## src/rtl/gcd_pkg.sv

```systemverilog
// Shared definitions for the GCD requester: FSM encoding and default widths.
package gcd_pkg;

    localparam int W_DEF     = 16;
    localparam int CNT_W_DEF = 16;

    typedef enum logic [1:0] {
        IDLE  = 2'd0,
        ISSUE = 2'd1,
        BUSY  = 2'd2
    } state_t;

endpackage

```

## src/rtl/gcd_client_if.sv

```systemverilog
// Control/data handshake between the requester (master) and the GCD unit (slave).
interface gcd_client_if
    import gcd_pkg::*;
#(
    parameter int W = W_DEF
);

    logic         gcd_input_available;
    logic [W-1:0] gcd_operand_a;
    logic [W-1:0] gcd_operand_b;
    logic         gcd_result_rdy;
    logic [W-1:0] gcd_result;
    logic         gcd_result_taken;

    modport master (
        output gcd_input_available, gcd_operand_a, gcd_operand_b, gcd_result_taken,
        input  gcd_result_rdy, gcd_result
    );

    modport slave (
        input  gcd_input_available, gcd_operand_a, gcd_operand_b, gcd_result_taken,
        output gcd_result_rdy, gcd_result
    );

endinterface

```

## src/rtl/gcd_operand_fifo.sv

```systemverilog
// Operand-pair FIFO: DEPTH entries of {A,B}, first-word-fall-through read port.
module gcd_operand_fifo
    import gcd_pkg::*;
#(
    parameter int W     = W_DEF,
    parameter int DEPTH = 4
) (
    input  logic           clk,
    input  logic           reset,
    input  logic           push,
    input  logic           pop,
    input  logic [2*W-1:0] wdata,
    output logic [2*W-1:0] rdata,
    output logic           full,
    output logic           empty
);

    localparam int AW = $clog2(DEPTH);

    logic [2*W-1:0] mem_q [DEPTH];
    logic [AW:0]    wr_ptr_q, wr_ptr_d;
    logic [AW:0]    rd_ptr_q, rd_ptr_d;
    logic           do_push, do_pop;

    // Pointers carry one extra wrap bit so full and empty are distinguishable.
    assign empty   = (wr_ptr_q == rd_ptr_q);
    assign full    = (wr_ptr_q[AW] != rd_ptr_q[AW]) && (wr_ptr_q[AW-1:0] == rd_ptr_q[AW-1:0]);
    assign do_push = push && !full;
    assign do_pop  = pop && !empty;
    assign rdata   = mem_q[rd_ptr_q[AW-1:0]];

    always_comb begin
        wr_ptr_d = wr_ptr_q;
        rd_ptr_d = rd_ptr_q;
        if (do_push) wr_ptr_d = wr_ptr_q + 1'b1;
        if (do_pop)  rd_ptr_d = rd_ptr_q + 1'b1;
    end

    always_ff @(posedge clk or posedge reset) begin
        if (reset) begin
            wr_ptr_q <= '0;
            rd_ptr_q <= '0;
        end else begin
            wr_ptr_q <= wr_ptr_d;
            rd_ptr_q <= rd_ptr_d;
        end
    end

    always_ff @(posedge clk) begin
        if (do_push) mem_q[wr_ptr_q[AW-1:0]] <= wdata;
    end

endmodule

```

## src/rtl/gcd_client.sv

```systemverilog
// Requester for the GCD unit: queues host operand pairs, issues them one at a time,
// and returns each result with its issue-to-take latency on a valid/ready port.
module gcd_client
    import gcd_pkg::*;
#(
    parameter int W     = W_DEF,
    parameter int DEPTH = 4,
    parameter int CNT_W = CNT_W_DEF
) (
    input  logic             clk,
    input  logic             reset,
    input  logic             req_valid,
    output logic             req_ready,
    input  logic [W-1:0]     req_a,
    input  logic [W-1:0]     req_b,
    output logic             rsp_valid,
    input  logic             rsp_ready,
    output logic [W-1:0]     rsp_gcd,
    output logic [CNT_W-1:0] rsp_cycles,
    gcd_client_if.master     gcd,
    output logic [CNT_W-1:0] done_count,
    output logic             busy
);

    localparam logic [CNT_W-1:0] ONE = CNT_W'(1);

    function automatic logic [CNT_W-1:0] sat_inc(input logic [CNT_W-1:0] v);
        return (&v) ? v : v + ONE;
    endfunction

    state_t           state_q, state_d;
    logic [W-1:0]     op_a_q, op_a_d, op_b_q, op_b_d;
    logic [W-1:0]     rsp_gcd_q, rsp_gcd_d;
    logic [CNT_W-1:0] lat_q, lat_d, rsp_cycles_q, rsp_cycles_d, done_q, done_d;
    logic             rsp_valid_q, rsp_valid_d;
    logic [2*W-1:0]   fifo_rdata;
    logic             fifo_full, fifo_empty, fifo_pop, take;

    gcd_operand_fifo #(.W(W), .DEPTH(DEPTH)) u_fifo (
        .clk   (clk),
        .reset (reset),
        .push  (req_valid),
        .pop   (fifo_pop),
        .wdata ({req_a, req_b}),
        .rdata (fifo_rdata),
        .full  (fifo_full),
        .empty (fifo_empty)
    );

    always_comb begin
        state_d      = state_q;
        op_a_d       = op_a_q;
        op_b_d       = op_b_q;
        lat_d        = lat_q;
        rsp_gcd_d    = rsp_gcd_q;
        rsp_cycles_d = rsp_cycles_q;
        done_d       = done_q;
        rsp_valid_d  = rsp_valid_q && !rsp_ready;
        fifo_pop     = 1'b0;
        take         = 1'b0;
        case (state_q)
            IDLE: begin
                if (!fifo_empty) begin
                    fifo_pop         = 1'b1;
                    {op_a_d, op_b_d} = fifo_rdata;
                    lat_d            = '0;
                    state_d          = ISSUE;
                end
            end
            // The ISSUE edge counts toward latency, hence the increment here too.
            ISSUE: begin
                lat_d   = sat_inc(lat_q);
                state_d = BUSY;
            end
            BUSY: begin
                lat_d = sat_inc(lat_q);
                if (gcd.gcd_result_rdy && (!rsp_valid_q || rsp_ready)) begin
                    take         = 1'b1;
                    rsp_gcd_d    = gcd.gcd_result;
                    rsp_cycles_d = sat_inc(lat_q);
                    rsp_valid_d  = 1'b1;
                    done_d       = done_q + ONE;
                    state_d      = IDLE;
                end
            end
            default: state_d = IDLE;
        endcase
    end

    always_ff @(posedge clk or posedge reset) begin
        if (reset) begin
            state_q      <= IDLE;
            op_a_q       <= '0;
            op_b_q       <= '0;
            lat_q        <= '0;
            rsp_gcd_q    <= '0;
            rsp_cycles_q <= '0;
            done_q       <= '0;
            rsp_valid_q  <= 1'b0;
        end else begin
            state_q      <= state_d;
            op_a_q       <= op_a_d;
            op_b_q       <= op_b_d;
            lat_q        <= lat_d;
            rsp_gcd_q    <= rsp_gcd_d;
            rsp_cycles_q <= rsp_cycles_d;
            done_q       <= done_d;
            rsp_valid_q  <= rsp_valid_d;
        end
    end

    assign req_ready               = !fifo_full;
    assign rsp_valid               = rsp_valid_q;
    assign rsp_gcd                 = rsp_gcd_q;
    assign rsp_cycles              = rsp_cycles_q;
    assign done_count              = done_q;
    assign busy                    = (state_q != IDLE);
    assign gcd.gcd_input_available = (state_q == ISSUE);
    assign gcd.gcd_operand_a       = op_a_q;
    assign gcd.gcd_operand_b       = op_b_q;
    assign gcd.gcd_result_taken    = take;

endmodule

```

## src/flat_wrapper.sv

```systemverilog
// flat-port wrapper written by rule: the top's interface ports become plain ports
module gcd_client_flat import gcd_pkg::*;
#(
    parameter int W     = W_DEF,
    parameter int DEPTH = 4,
    parameter int CNT_W = CNT_W_DEF
)
  (clk, reset, req_valid, req_ready, req_a, req_b, rsp_valid, rsp_ready, rsp_gcd, rsp_cycles, done_count, busy, gcd_gcd_input_available, gcd_gcd_operand_a, gcd_gcd_operand_b, gcd_gcd_result_taken, gcd_gcd_result_rdy, gcd_gcd_result);
  gcd_client_if #(.W(W)) gcd_i ();
  input  logic clk;
  input  logic reset;
  input  logic req_valid;
  output logic req_ready;
  input  logic [W-1:0] req_a;
  input  logic [W-1:0] req_b;
  output logic rsp_valid;
  input  logic rsp_ready;
  output logic [W-1:0] rsp_gcd;
  output logic [CNT_W-1:0] rsp_cycles;
  output logic [CNT_W-1:0] done_count;
  output logic busy;
  output wire logic [$bits(gcd_i.gcd_input_available)-1:0] gcd_gcd_input_available;
  output wire logic [$bits(gcd_i.gcd_operand_a)-1:0] gcd_gcd_operand_a;
  output wire logic [$bits(gcd_i.gcd_operand_b)-1:0] gcd_gcd_operand_b;
  output wire logic [$bits(gcd_i.gcd_result_taken)-1:0] gcd_gcd_result_taken;
  input wire logic [$bits(gcd_i.gcd_result_rdy)-1:0] gcd_gcd_result_rdy;
  input wire logic [$bits(gcd_i.gcd_result)-1:0] gcd_gcd_result;
  assign gcd_gcd_input_available = gcd_i.gcd_input_available;
  assign gcd_gcd_operand_a = gcd_i.gcd_operand_a;
  assign gcd_gcd_operand_b = gcd_i.gcd_operand_b;
  assign gcd_gcd_result_taken = gcd_i.gcd_result_taken;
  assign gcd_i.gcd_result_rdy = gcd_gcd_result_rdy;
  assign gcd_i.gcd_result = gcd_gcd_result;
  gcd_client #(.W(W), .DEPTH(DEPTH), .CNT_W(CNT_W)) u_core (.clk(clk), .reset(reset), .req_valid(req_valid), .req_ready(req_ready), .req_a(req_a), .req_b(req_b), .rsp_valid(rsp_valid), .rsp_ready(rsp_ready), .rsp_gcd(rsp_gcd), .rsp_cycles(rsp_cycles), .gcd(gcd_i), .done_count(done_count), .busy(busy));
endmodule
```

## config.mk

```make
export PLATFORM = sky130hd
export DESIGN_NAME = gcd_client_flat
export DESIGN_NICKNAME = d
export VERILOG_FILES = /design/src/rtl/gcd_pkg.sv /design/src/rtl/gcd_client_if.sv /design/src/rtl/gcd_operand_fifo.sv /design/src/rtl/gcd_client.sv /design/src/flat_wrapper.sv
export SDC_FILE = /design/constraint.sdc
export NUM_CORES = 1
export LEC_CHECK = 0
export CAP_MARGIN = 20
export CORE_MARGIN = 2
export CORE_UTILIZATION = 44
export DETAILED_ROUTE_END_ITERATION = 6
export PLACE_DENSITY = 0.72
export SYNTH_ARGS = -nofsm -noshare
export SYNTH_HDL_FRONTEND = slang
export SYNTH_SLANG_ARGS = --single-unit
```

## constraint.sdc

```tcl
create_clock -name clk -period 5 [get_ports clk]
set_input_delay 1 -clock clk [delete_from_list [all_inputs] [get_ports clk]]
set_output_delay 1 -clock clk [all_outputs]
set_load 0.02 [all_outputs]
```

Word-level counts from Yosys, hierarchy flattened
Memories as Yosys holds them, arrays and structs flattened. A register that Yosys moved wholly into a read port is not among the register bits.
Index checks and enable logic that the tools add are counted.
Widths: inputs -> output; s select.
- bitwise logic cells: 1
- reductions and logical operators: 19
- eq/ne operators: 7
- add/sub/neg operators: 4
- multiplexer cells: 14
- operators by type and width (cell ; number):
    $add 16x1->16 const B ; 2
    $mux 16 ; 2
    $pmux 16 s2 ; 1
    $reduce_and 16->1 ; 1
    $mux 1 ; 8
    $reduce_and 2->1 ; 4
    $add 3x1->3 const B ; 2
    $pmux 2 s3 ; 1
    $logic_and 1x1->1 ; 5
    $logic_not 1->1 ; 4
    $mux 2 ; 2
    $reduce_bool 2->1 ; 2
    $eq 3x3->1 ; 1
    $eq 2x1->1 const B ; 1
    $eq 2x2->1 ; 1
    $eq 2x2->1 const B ; 1
    $logic_not 2->1 ; 1
    $ne 2x1->1 const B ; 1
    $ne 2x2->1 const B ; 1
    $reduce_or 2->1 ; 1
    $logic_or 1x1->1 ; 1
    $ne 1x1->1 ; 1
    $not 1->1 ; 1
- input port bits: 53
- bits in writable memories: 128
- word-level logic and storage cells: 54
- bits in registers: 73
- output and inout port bits: 85
- memories: 1
- memory list (name ; depth ; width ; read ports ; clocked after memory_dff ; wr ports ; line ; source):
    u_core.u_fifo.mem_q ; 4 ; 32 ; 1 ; 1 ; 1 ; gcd_operand_fifo.sv:20 ; logic [2*W-1:0] mem_q [DEPTH];

Longest topological paths before layout
- word-level depth: 6
- gate-level depth with buffers: 8
- mapped depth without buffers: 6

Hierarchy
A second synthesis with hierarchy kept.
- cell total of the unflattened synthesis: 620
- area total of the unflattened synthesis: 9574.2 um2
- by module, submodules not included (module ; area each (um2) ; times used ; cells an instance ; seq. area each (um2)):
    gcd_operand_fifo ; 5132.4 ; 1 ; 217 ; 3993.8
    gcd_client ; 4441.8 ; 1 ; 403 ; 2477.4

Worst setup path before layout
Ideal clock, no wire load.
- kind: input-to-output
- from: in rsp_ready
- to: out gcd_gcd_result_taken
- required time: 4000 ps
- data arrival time: 2080 ps
- path slack: 1920 ps
- path buffers: 2
- stages on the path: 5
- path through: nand2b_1 nand3_1 inv_1 clkbuf_1 clkbuf_1
- longest elaborated chain between the ends: 4
- RTL lines (element ; line ; source):
    start, declared ; flat_wrapper.sv:17 ; input logic rsp_ready;
    $logic_or 1x1->1 ; gcd_client.sv:77 ; if (gcd.gcd_result_rdy && (!rsp_valid_q || rsp_ready)) begin
    $logic_and 1x1->1 ; gcd_client.sv:77 ;
    $mux 1 ; gcd_client.sv:77 ;
    $mux 1 ; gcd_client.sv:61 ; case (state_q)
    end, declared ; flat_wrapper.sv:25 ; output wire logic [$bits(gcd_i.gcd_result_taken)-1:0] gcd_gcd_result_taken;
No other way between the ends.

Worst setup path after layout
Ends and elaborated chain as after synthesis.

==> flow_summary.ini <==
[global_routing]
grt_util_met1 = 0.221
grt_use_total = 0.172
grt-busiest-layer = met2
met3_usage = 0.0392
grt_pass1_vias = 5905
overflow = 0
use_met2 = 0.304
grt_pass1_wl_um = 30800
grt_max_degree = 70
antenna_found_initial = 0

[synthesis]
netlist_area_um2 = 9520
yosys_register_bits = 233
ys.flop_type = edfxtp_1
synthesis.nets = 687
yosysSeqAreaShare = 0.680
syn_area_per_cell_um2 = 15.3
synth_top_cell_by_area = edfxtp_1
synthTopCellsByArea = edfxtp_1 (40%), dfrtp_1 (28%), mux4_2 (7.6%)
yosys.cell_types.count = 58
syn_inst = 623
yosys_warnings = 0
synth_top_area_frac = 0.404
async_flop_share = 0.451
synth_enable_flop_cells = 128

[die]
die_area_um2 = 22800
initial_core_util = 0.450
ios = 138
die_h_um = 151
die_w_um = 151
rows = 53
coreArea_um2 = 21200

[place]
dp_hpwl_um = 12300
port-buffer-count = 137
placed_cells = 1010
gp_congestion = 0.843

[detailed_routing]
drt-pass1-iter-count = 6
vias = 5653
drc = 0
wire_per_inst_um = 18.2
totalWireLength_um = 19200
detail_route.iter0.violations = 301
via_per_inst = 5.36
ant_nets = 0

[clock_network]
cts.sinks = 233
hold_buffers = 0
cts_root_buf = clkbuf_16
clk_path_buf_depth = 3
cts_tree = done
cts_buffers = 25
clk_latency_ps = 520
post_cts_resized = 0
clk_pin_slew_ps = 60
h-tree-depth = 1
post_cts_buffers = 0

[run_status]
status = complete, no violations

[job]
maxCapViolCount = 0

[finish]
diodes = 0
stdcell_count = 1055
nets = 827
area_delta_synth_final_pct = 25.8
drive_above_1_share = 0.162

[worst_setup_path]
required_ps = 4000
critPathLaunchType = input pin
crit_arrival_ps = 2490
end_kind = output pin
crit_fanout = 3
critPathKind = input pin to output pin

[timing]
hold_violations = 0
finalSetupTns_ps = 0
grt_setup_unrepaired = no
skew_ps = 18.7
max_slew_margin = 0.366
period_share = 0.698
layout_min_cycle_time_ps = 3490
worstMarginPinSlew_ps = 942
drv_slew = 0
finalSetupViolCount = 0
fmax_mhz = 286

[worst_hold_path]
min_path_type = flip-flop to flip-flop

[power]
leakage_nw = 4.55
power.density_nw_per_um2 = 623
vdd_drop_max_v = 0.000384
## stage by stage
stage                     hold WS, ps  power, mW  setup slack, ps  cell area, um^2   util
after floorplan                   498       4.68             1240             9520      -
after global placement            456       5.60             1520            11100  0.526
after detailed placement          468       5.71             1500            11100  0.526
after CTS                         482       7.56             1490            12000  0.566
after global routing              488       7.90             1390            12000  0.566
final                             476       7.46             1510            12000  0.566
## cells in the mapped netlist (3+ instances only)
master and instances:
nand2b_1 4, or3_1 5, nor3_1 8, and2_1 7, ha_1 11, clkbuf_1 11, inv_1 16, o211ai_1 4
mux2_2 33, o21ai_0 12, and3_1 5, a41oi_1 3, xnor2_1 16, and4_1 3, nand4_1 5, edfxtp_1 128
o31ai_1 8, nand2_1 75, buf_4 3, buf_2 13, nor4_1 4, nor2_1 22, a21oi_1 11, mux4_2 32
dfrtp_1 105, a31oi_1 14, nand3_1 14, xor2_1 13
## registers in the layout (all words and copies together) (netlist names), 16 cells and up
signal,flops
u_core.done_count,16
u_core.gcd.gcd_operand_a,16
u_core.gcd.gcd_operand_b,16
u_core.lat_q,16
u_core.rsp_cycles,16
u_core.rsp_gcd,16
u_core.u_fifo.mem_q,128
## layout make-up
cell class / count / area, um^2
fill: 1659 / 9180
tap: 275 / 344
inverter: 16 / 62.6
clock buffer: 36 / 727
multi-input combinational: 343 / 2840
sequential: 233 / 6470
clock inverter: 8 / 101
timing repair buffer: 144 / 1420
## routing by layer
metal | share of wire | wire (um) | up-vias
met1 | 0.41 | 7970 | 2854
met3 | 0.064 | 1240 | 27
met2 | 0.51 | 9730 | 168
met5 | 0 | 0 | -
li1 | - | - | 2604
met4 | 0.016 | 299 | 0
## power breakdown
part           internal (mW)  switching [mW]
registers               2.61           0.312
logic                   1.32            1.40
clock network           1.11           0.707
## placed cells by master (no fill, tap or decap), drive strengths merged, types with 7 or more instances in the layout
| cell type | synthesis | routed |
|---|---|---|
| clkdlybuf4s50 | 0 | 137 |
| edfxtp | 128 | 128 |
| dfrtp | 105 | 105 |
| nand2 | 75 | 75 |
| clkbuf | 12 | 37 |
| mux2 | 35 | 35 |
| mux4 | 32 | 32 |
| nor2 | 22 | 22 |
| inv | 16 | 17 |
| xnor2 | 16 | 16 |
| nand3 | 15 | 15 |
| a31oi | 14 | 14 |
| o21ai | 14 | 14 |
| xor2 | 13 | 13 |
| a21oi | 11 | 11 |
| ha | 11 | 11 |
| o31ai | 9 | 9 |
| nor3 | 8 | 8 |
| nand4 | 8 | 8 |
| and2 | 7 | 7 |
## critical path, stage by stage
cell and delay (ps):
clkdlybuf4s50_1 500, nand2b_1 170, nand3_1 130, inv_1 100, clkdlybuf4s50_1 600
## cells by family after synthesis
logic type,count (synthesis),share of synthesized area
flops,233,0.680
simple gates,165,0.0874
compound gates,71,0.0522
mux,67,0.117
buf+inv,47,0.0223
xor+xnor,29,0.0267
fa+ha+maj,11,0.0145
## final timing paths
path	from	end	slack (ps)	cells past startpoint
setup / recovery	rsp_ready	gcd_gcd_result_taken	1510	5
hold / removal	u_core.done_count[15]	u_core.done_count[15]	480	1
setup reg to reg	u_core.u_fifo.rd_ptr_q[1]	u_core.u_fifo.mem_q[3][27]	1990	3
hold reg to reg	u_core.done_count[15]	u_core.done_count[15]	480	1
max in group asynchronous	reset	u_core.lat_q[3]	2940	3
min in group asynchronous	reset	u_core.done_count[13]	1030	2
No activity file was read; power rests on OpenSTA's default activity.
==> RTL change: new RTL, same settings <==
The 3 states of `state_t` get a one-hot encoding in 3 bits.
--- a/src/rtl/gcd_pkg.sv
+++ b/src/rtl/gcd_pkg.sv
@@ -5,8 +5,8 @@
     localparam int CNT_W_DEF = 16;
 
-    typedef enum logic [1:0] {
-        IDLE  = 2'd0,
-        ISSUE = 2'd1,
-        BUSY  = 2'd2
+    typedef enum logic [2:0] {
+        IDLE  = 3'b001,
+        ISSUE = 3'b010,
+        BUSY  = 3'b100
     } state_t;
 
Function: no difference found for any inputs over 10 cycles, from zero or initial values and one cycle with reset high; not proved beyond that.
==> RTL change against the unedited design <==
Worst setup slack worse by 63 ps; wire length shrank 0.17%; final area down 0.69%; area after synthesis decreased by 0.63%; cell count decreased by 1.0%; power shrank 5.2%; sequential cell count grew 1; first-iteration DRC count increased by 28%; critical endpoint unchanged; largest power group unchanged; highest routed layer unchanged.
==> RTL change: results (changes against the unedited design) <==
** Run status
- Outcome: finished clean (unchanged).

** Synthesis
- Adder-Cell Fraction of Synth Area :: 0.9259% (was 1.446%)
- The sequential-to-total area share from yosys stat is 68.69% (was 67.98%).
- Count of different cell masters after synthesis :: 52 (was 58)
- The fraction of the mapped netlist area in compound gates came to 4.947% (was 5.218%).
- The async set-reset flop share out of synthesis is 45.30% (was 45.06%).
- Gate count of the mapped netlist :: 614 (was 623)
- The synthesized net count is 674 (was 687).

** Detailed routing
- M1 WL :: 8337 µm (was 7971 µm)
- Vias post-DR :: 5706 (was 5653)
- First drt pass iteration count :: 5 (was 6)
- The total met2 wirelength after detailed routing is 9184 µm (was 9733 µm).
- Met3 wire length :: 1299 µm (was 1240 µm)

** Timing
- Setup slack after layout :: 1445 ps (was 1508 ps)

** Global route
- The via count of the first global-routing pass is 5825 (was 5905).
- The global routing met2 resource utilization was 29.93% (was 30.39%).
- The global routing met1 resource utilization was 22.96% (was 22.12%).
- Global-route wire length before repair :: 31040 µm (was 30750 µm)
- The largest net degree at the start of global routing was 65 (was 70).

** Final layout
- Final Net Count :: 811 (was 827)
- The number of fillers in the final layout was 1623 (was 1659).
- Fraction of final layout cells with drive strength greater than 1 :: 12.61% (was 16.15%)

** Clocking
- The total clock buffers created by CTS was 24 (was 25).

** Power and ir drop
- The peak supply drop was 0.4218 mV (was 0.3838 mV).
- Power dissipated by switching net loads :: 2.263 mW (was 2.421 mW)

** Place
- Standard cell area after detailed placement :: 11090 µm² (was 11140 µm²)
- The count of placed standard cells including taps was 1000 (was 1010).
- The detailed placement HPWL came to 12180 µm (was 12290 µm).
- The minimum setup slack after placement was 1439 ps (was 1505 ps).

** Worst setup path
- CP arrival :: 2560 ps (was 2490 ps)
- The capturing point of the worst reg2reg path is u_core.u_fifo.mem_q[3][9]$_DFFE_PP_ (was u_core.u_fifo.mem_q[3][27]$_DFFE_PP_).
- The maximum fanout encountered on the critical timing path was 4 (was 3).
- The register-to-register path setup slack came to 2040 ps (was 1990 ps).
RTL change: changes by cell type after synthesis, sizes merged, moves of 3 or more:
cell	unedited run	this run
ha	11	7
nand3	15	11
xor2	13	9
a311oi	0	3
a31o	3	0
and4	3	6
a21oi	11	5
a31oi	14	24
o31ai	9	5
nor2	22	18
xnor2	16	20
inv	16	13
RTL change: power groups by stage:
stage,clock network (mW),logic [mW],registers [mW]
after global routing,1.90,2.57,2.97
after detailed placement,0,2.40,2.96
after floorplan,0,1.24,3.14
after CTS,1.83,2.42,2.92
after global placement,0,2.34,2.92
final,1.79,2.36,2.92
RTL change: critical path, cell delays in order:
cell and delay [ps]:
clkdlybuf4s50_1 490, nand4bb_1 170, nand2b_1 210, inv_1 80
clkdlybuf4s50_1 610
RTL change: layout make-up:
class	instances	area (µm²)	share of cell area, %
clock buffer	32	650.6	5.472
clock inverter	12	151.4	1.273
inverter	13	51.30	0.4314
multi-input combinational	334	2769	23.29
sequential	234	6500	54.67
tap	275	344.1	2.894
timing repair buffer	144	1424	11.98
